**src/rtl/dm_arb_pkg.sv**
```systemverilog
// dm_arb_pkg: shared FSM state type and requester indices for the DM port arbiter
package dm_arb_pkg;
    typedef enum logic [1:0] {IDLE, OWN0, OWN1} dm_arb_state_e;
    localparam int REQ_CPU = 0;
    localparam int REQ_BUS = 1;
endpackage

```
**src/rtl/dm_arb_rr2.sv**
```systemverilog
// dm_arb_rr2: two-way round-robin pick, rr_ptr selects the winner under contention
module dm_arb_rr2 (
    input  logic [1:0] valid,
    input  logic       rr_ptr,
    output logic [1:0] gnt
);
    assign gnt[0] = valid[0] & (~valid[1] | ~rr_ptr);
    assign gnt[1] = valid[1] & (~valid[0] | rr_ptr);
endmodule

```
**src/rtl/dm_port_arbiter.sv**
```systemverilog
// dm_port_arbiter: shares the single-port DM between CPU and bus requesters with lock and read routing
import dm_arb_pkg::*;
module dm_port_arbiter #(
    parameter int ADDR_W   = 32,
    parameter int DATA_W   = 32,
    parameter int MAX_LOCK = 16
) (
    input  logic              clk,
    input  logic              rst,
    input  logic              req0_valid,
    input  logic              req0_write,
    input  logic              req0_lock,
    input  logic [ADDR_W-1:0] req0_addr,
    input  logic [DATA_W-1:0] req0_wdata,
    output logic              req0_ready,
    output logic              req0_rvalid,
    output logic [DATA_W-1:0] req0_rdata,
    input  logic              req1_valid,
    input  logic              req1_write,
    input  logic              req1_lock,
    input  logic [ADDR_W-1:0] req1_addr,
    input  logic [DATA_W-1:0] req1_wdata,
    output logic              req1_ready,
    output logic              req1_rvalid,
    output logic [DATA_W-1:0] req1_rdata,
    input  logic [DATA_W-1:0] DM_out,
    output logic              DM_enable,
    output logic              DM_write,
    output logic [ADDR_W-1:0] DM_address,
    output logic [DATA_W-1:0] DM_in
);
    localparam int CNT_W = $clog2(MAX_LOCK + 1);
    dm_arb_state_e state, state_nx;
    logic             rr_ptr, rr_ptr_nx;
    logic [CNT_W-1:0] lock_cnt, lock_cnt_nx;
    logic             rsp_pend, rsp_id;
    logic [1:0]       valid, rr_gnt, gnt;
    logic             acc, acc_id, acc_write, acc_lock, timeout;
    assign valid = {req1_valid, req0_valid};
    dm_arb_rr2 u_rr (.valid(valid), .rr_ptr(rr_ptr), .gnt(rr_gnt));
    // grants are forced low while reset is asserted so every output reads 0
    always_comb gnt = !rst ? 2'b00 : state == OWN0 ? {1'b0, valid[REQ_CPU]} :
                      state == OWN1 ? {valid[REQ_BUS], 1'b0} : rr_gnt;
    assign req0_ready  = gnt[REQ_CPU];
    assign req1_ready  = gnt[REQ_BUS];
    assign acc         = |gnt;
    assign acc_id      = gnt[REQ_BUS];
    assign acc_write   = acc_id ? req1_write : req0_write;
    assign acc_lock    = acc_id ? req1_lock : req0_lock;
    assign timeout     = lock_cnt == CNT_W'(MAX_LOCK);
    assign DM_enable   = acc;
    assign DM_write    = acc & acc_write;
    assign DM_address  = !acc ? '0 : acc_id ? req1_addr : req0_addr;
    assign DM_in       = !(acc & acc_write) ? '0 : acc_id ? req1_wdata : req0_wdata;
    assign req0_rvalid = rsp_pend & ~rsp_id;
    assign req1_rvalid = rsp_pend & rsp_id;
    assign req0_rdata  = req0_rvalid ? DM_out : '0;
    assign req1_rdata  = req1_rvalid ? DM_out : '0;
    always_comb begin
        state_nx    = state;
        rr_ptr_nx   = acc ? ~acc_id : rr_ptr;
        lock_cnt_nx = lock_cnt;
        if (state == IDLE) begin
            if (acc & acc_lock) begin
                state_nx    = acc_id ? OWN1 : OWN0;
                lock_cnt_nx = CNT_W'(1);
            end
        end else if (timeout) begin
            state_nx    = IDLE;
            lock_cnt_nx = '0;
            rr_ptr_nx   = state == OWN0;
        end else if (acc & ~acc_lock) begin
            state_nx    = IDLE;
            lock_cnt_nx = '0;
        end else begin
            lock_cnt_nx = lock_cnt + 1'b1;
        end
    end
    always_ff @(posedge clk or negedge rst) begin
        if (!rst) begin
            state    <= IDLE;
            rr_ptr   <= 1'b0;
            lock_cnt <= '0;
            rsp_pend <= 1'b0;
            rsp_id   <= 1'b0;
        end else begin
            state    <= state_nx;
            rr_ptr   <= rr_ptr_nx;
            lock_cnt <= lock_cnt_nx;
            rsp_pend <= acc & ~acc_write;
            rsp_id   <= acc_id;
        end
    end
endmodule

```
**config.mk**
```make
export PLATFORM = sky130hd
export DESIGN_NAME = dm_port_arbiter
export DESIGN_NICKNAME = d
export VERILOG_FILES = /design/src/rtl/dm_arb_pkg.sv /design/src/rtl/dm_arb_rr2.sv /design/src/rtl/dm_port_arbiter.sv
export SDC_FILE = /design/constraint.sdc
export NUM_CORES = 1
export LEC_CHECK = 0
export ABC_AREA = 1
export CAP_MARGIN = 15
export CORE_AREA = 4 4 117 119
export DETAILED_ROUTE_END_ITERATION = 8
export DIE_AREA = 0 0 121 123
export GPL_TIMING_DRIVEN = 0
export SETUP_SLACK_MARGIN = 0.5
export SKIP_LAST_GASP = 1
export SLEW_MARGIN = 10
export SYNTH_ARGS = -nofsm -noshare
export SYNTH_HDL_FRONTEND = slang
export SYNTH_SLANG_ARGS = --single-unit
```
**constraint.sdc**
```tcl
create_clock -name clk -period 2.9 [get_ports clk]
set_input_delay 0.87 -clock clk [delete_from_list [all_inputs] [get_ports clk]]
set_output_delay 0.87 -clock clk [all_outputs]
set_load 0.02 [all_outputs]
```
## After elaboration in Yosys (flattened, before gate mapping)

Index checks and enable logic that the tools add are counted.
Widths: inputs -> output; s select.

| word-level totals | value |
|---|---|
| register bits | 10 |
| input bits | 168 |
| output and inout bits | 134 |
| word-level logic and storage cells | 54 |

| cells by class | value |
|---|---|
| $add $sub $neg | 1 |
| eq/ne operators | 4 |
| multiplexer cells | 23 |
| bitwise logic cells | 17 |
| reductions and logical operators | 4 |

Operator list:

| cell | count |
|---|---|
| $mux 32 | 6 |
| $mux 5 | 4 |
| $mux 2 | 8 |
| $and 1x1->1 | 8 |
| $not 1->1 | 7 |
| $add 5x1->5 const B | 1 |
| $eq 5x5->1 const B | 1 |
| $mux 1 | 5 |
| $reduce_bool 3->1 | 1 |
| $eq 2x1->1 const B | 1 |
| $eq 2x2->1 const B | 1 |
| $logic_not 2->1 | 1 |
| $ne 2x1->1 const B | 1 |
| $or 1x1->1 | 2 |
| $reduce_and 2->1 | 1 |
| $reduce_or 2->1 | 1 |

## Depth between registers and ports, before layout

| depth | value |
|---|---|
| word-level depth | 12 |
| depth in mapped cells | 10 |

## Hierarchy

A second synthesis with hierarchy kept.

| unflattened totals | value |
|---|---|
| cells, all modules | 409 |
| area total of the unflattened synthesis | 2,080.7 µm² |

By module, submodules not included:

| module | instances | cells an instance | area each (µm²) |
|---|---|---|---|
| dm_port_arbiter | 1 | 404 | 2,060.7 |
| dm_arb_rr2 | 1 | 5 | 20.0 |

## Least setup slack after synthesis

Ideal clock, no wire load.

| timing path | value |
|---|---|
| path type | input-to-output |
| from | in rst |
| to | out DM_address[22] |
| arrival | 1.975 ns |
| data required time | 2.030 ns |
| path slack | 0.055 ns |
| stages on the path | 8 |
| path buffers | 2 |
| cell sequence | nand2_1 -> a21oi_4 -> nand2_4 -> inv_2 -> buf_6 -> buf_2 -> nor2_1 -> nor2_1 |

| between the ends | value |
|---|---|
| word-level cells in the longest chain between the ends | 3 |

Ends and longest elaborated chain:

| element | line | source |
|---|---|---|
| start, declared | dm_port_arbiter.sv:9 | `input logic rst,` |
| $mux 2 (*) | dm_port_arbiter.sv:42 | `always_comb gnt = !rst ? 2'b00 : state == OWN0 ? {1'b0, valid[REQ_CPU]} :` |
| net req1_ready | dm_port_arbiter.sv:23 | `output logic req1_ready,` |
| $mux 32 or $reduce_or 2->1 (tied branches) | dm_port_arbiter.sv:53, dm_port_arbiter.sv:46 |  |
| $mux 32 (*) | dm_port_arbiter.sv:53 | `assign DM_address = !acc ? '0 : acc_id ? req1_addr : req0_addr;` |
| end, declared | dm_port_arbiter.sv:29 | `output logic [ADDR_W-1:0] DM_address,` |

The timed path passes the listed nets; every way through them passes the cells marked *.

## Final worst setup path

| timing path | value |
|---|---|
| from | in rst |
| to | out DM_in[21] |

| between the ends | value |
|---|---|
| word-level cells in the longest chain between the ends | 4 |

Ends and longest elaborated chain:

| element | line | source |
|---|---|---|
| $mux 2 (*) | dm_port_arbiter.sv:42 |  |
| $reduce_or 2->1 or $mux 1 (tied branches) | dm_port_arbiter.sv:46, dm_port_arbiter.sv:48 |  |
| $and 1x1->1 | dm_port_arbiter.sv:54 | `assign DM_in = !(acc & acc_write) ? '0 : acc_id ? req1_wdata : req0_wdata;` |
| $mux 32 (*) | dm_port_arbiter.sv:54 |  |
| end, declared | dm_port_arbiter.sv:30 | `output logic [DATA_W-1:0] DM_in` |

Every way passes the cells marked *; elsewhere a longest branch is shown, timed or not.

==> flow_summary.json <==
{
  "yosysWarnings": 0,
  "dr.pass1.iters": 4,
  "boundaryPins": 302,
  "pwr-share-clk_pct": 11.9,
  "finalCritPeriodShare_pct": 103.8,
  "synthTopCellsByArea": "nor2_1, nand2_1, a21oi_2",
  "routed_wl_um": 18160,
  "grt_pass1_vias": 4729,
  "syn_area_mm2": 0.002077,
  "outcome": "finished, violations left",
  "syn-num-nets": 571,
  "post_dp_cell_area_mm2": 0.005788,
  "nFillCells": 967,
  "drt-initial-drc-count": 171,
  "criticalPathCategory": "in -> out",
  "clk_pin_slew_ns": 0.04,
  "wl_per_cell_um": 18.30,
  "die_area_mm2": 0.01488,
  "cp.arrival_ns": 2.14,
  "clock_path_buffers": 2,
  "fmax_ghz": 0.3321,
  "cts_sinks": 10,
  "ant_nets": 0,
  "pwr-share-comb_pct": 79.5,
  "ys_seq_area_share_pct": 12.05,
  "fin_crit_ns": 3.011,
  "hold_buffers": 0,
  "cts_tree": "built",
  "slew_violations": 0,
  "final_cell_mix": "buf_6, clkdlybuf4s50_1, nor2_4",
  "grt_overflow": 0,
  "skew_ns": 0.001597,
  "dp_slack_ns": -1.546,
  "clk_latency_ns": 0.24,
  "violations": "negative setup slack",
  "worst_pin_slew_ns": 0.5434,
  "layout_commonest_cell": "buf_6",
  "seq_power_share_pct": 8.6,
  "synth_top_area_cell": "nor2_1",
  "cp-start-kind": "primary input",
  "finalHoldViolations": 0,
  "p_sw_w": 0.0009733,
  "vdd_ir_drop_max_mv": 0.1921,
  "coreArea_mm2": 0.01257,
  "vias": 4377,
  "timing.slew.headroom_pct": 63.64,
  "dp.cells": 874,
  "power_per_cell_area_mw_per_mm2": 280.6,
  "p_leak_nw": 3.709,
  "grt_max_degree": 11,
  "hold_class": "in -> async",
  "post-dp-hpwl_um": 11800,
  "grt_antenna_before_repair": 2,
  "required_ns": 2.03,
  "cp-end-kind": "primary output",
  "track_usage_pct": 22.09,
  "hold_slack_ns": 0.5147,
  "p_sw_share_pct": 41.70,
  "syn_to_final_growth_pct": 300.5,
  "fp.dieH_um": 123,
  "nets": 990,
  "power.total_w": 0.002334,
  "grt_pass1_wl_um": 25830,
  "synthesis.instances": 401,
  "rsz0062_at_grt": "true",
  "stdcell_area_mm2": 0.008319,
  "chipWidth_um": 121,
  "syn_avg_cell_area_um2": 5.180,
  "finalWeightedCongestion": 0.8633,
  "ys_ff_latch": 10,
  "cts_buffers": 3,
  "io_buffers": 301,
  "internal_power_w": 0.001361,
  "cp_max_fo": 6,
  "num_rows": 41,
  "setup_ws_ns": -0.1108,
  "maxCapViolations": 0,
  "drive_gt1_share_pct": 63.98,
  "drc": 0,
  "yosysTopAreaCellShare_pct": 24.22,
  "ys_types": 23,
  "htreeDepth": 1,
  "start_util_pct": 16.53,
  "viasPerCell": 4.412,
  "layoutNonFillerInstCount": 992,
  "root_buffer": "clkbuf_16",
  "report.final.setup_viol": 63
}
cell type report:
cell class              count  area [um2]  share of cell area (%)
diodes                      1       2.502                 0.03008
plain buffers              27       442.9                   5.324
clock buffers               4       88.84                   1.068
inverters                  46       185.2                   2.226
multi-input cells         319        2656                   31.93
flip-flops and latches     10       250.2                   3.008
well taps                 172       215.2                   2.587
repair buffers            413        4478                   53.83
cells in the mapped netlist:
cell type,count
o21ai_1,5
ha_1,2
dfrtp_1,10
nand2_4,1
nand3_1,17
inv_2,3
nand3_2,2
nand4_1,2
inv_1,43
a21oi_1,5
o21ai_0,28
nand2_1,85
nand2_2,3
buf_6,5
o22ai_1,1
a21oi_2,29
xor2_1,1
xnor2_1,2
nor2_1,134
buf_2,10
buf_4,4
clkbuf_1,8
a21oi_4,1
worst max-delay path, cell delays in order:
cell and delay [ns]:
buf_12 0.09, nand2_8 0.04, a21oi_4 0.15, nand2_4 0.13
clkinv_4 0.09, nand2_4 0.06, nand2_8 0.08, nand2_8 0.08
buf_4 0.15, buf_12 0.14, a21oi_4 0.12, buf_6 0.13
power by group through the flow:
stage / logic [W] / clock network (W) / registers (W)
final: 0.00186 / 0.000278 / 0.000200
after floorplan: 0.000638 / 0 / 0.000192
after detailed placement: 0.00122 / 0 / 0.000198
after CTS: 0.00163 / 0.000282 / 0.000198
after global routing: 0.00197 / 0.000287 / 0.000205
after global placement: 0.00120 / 0 / 0.000196
path summary, 6_finish.rpt:
kind / start / end / slack [ns] / cells after the start
setup / recovery: rst / DM_in[21] / -0.11 / 12
hold / removal: rst / state[0] / 0.51 / 2
setup reg to reg: state[1] / rr_ptr / 1.09 / 10
hold reg to reg: lock_cnt[4] / lock_cnt[4] / 0.56 / 2
max in group asynchronous: rst / rsp_id / 2.21 / 2
min in group clk: lock_cnt[4] / lock_cnt[4] / 0.56 / 2
flip-flops by register name (all words and copies together) (netlist names):
signal,cells
rr_ptr,1
rsp_pend,1
lock_cnt,5
state,2
rsp_id,1
per-layer routing:
layer	up-vias	global-route usage [%]	part of all wire, %
met5	-	0	0.072
met4	2	7.153	3.4
met3	43	6.862	9.8
met2	243	43.14	53
met1	2016	22.14	33
li1	2073	-	-
what timing repair did:
| item | 4_1_cts | 5_1_grt |
|---|---|---|
| setup endpoints to repair | 143 | 117 |
| pin swaps | 60 | 24 |
| gates cloned | 10 | 9 |
| setup buffers | 88 | 6 |
| gates resized for setup | 1012 | 195 |
cells by family after synthesis:
kind of cell	Yosys count	synth area share, %
buf+inv	73	16.33
compound gates	69	22.47
simple gates	244	46.69
fa+ha+maj	2	1.205
xor+xnor	3	1.265
flops	10	12.05
stage by stage:
| stage | util (%) | TNS, ns |
|---|---|---|
| floorplan | - | 0 |
| global placement | 46.05 | -101.41 |
| detailed placement | 46.05 | -105.49 |
| CTS | 60.97 | -4.919 |
| global route | 66.19 | -7.673 |
| finish | 66.19 | -3.326 |
(Power assumes the default switching activity.)
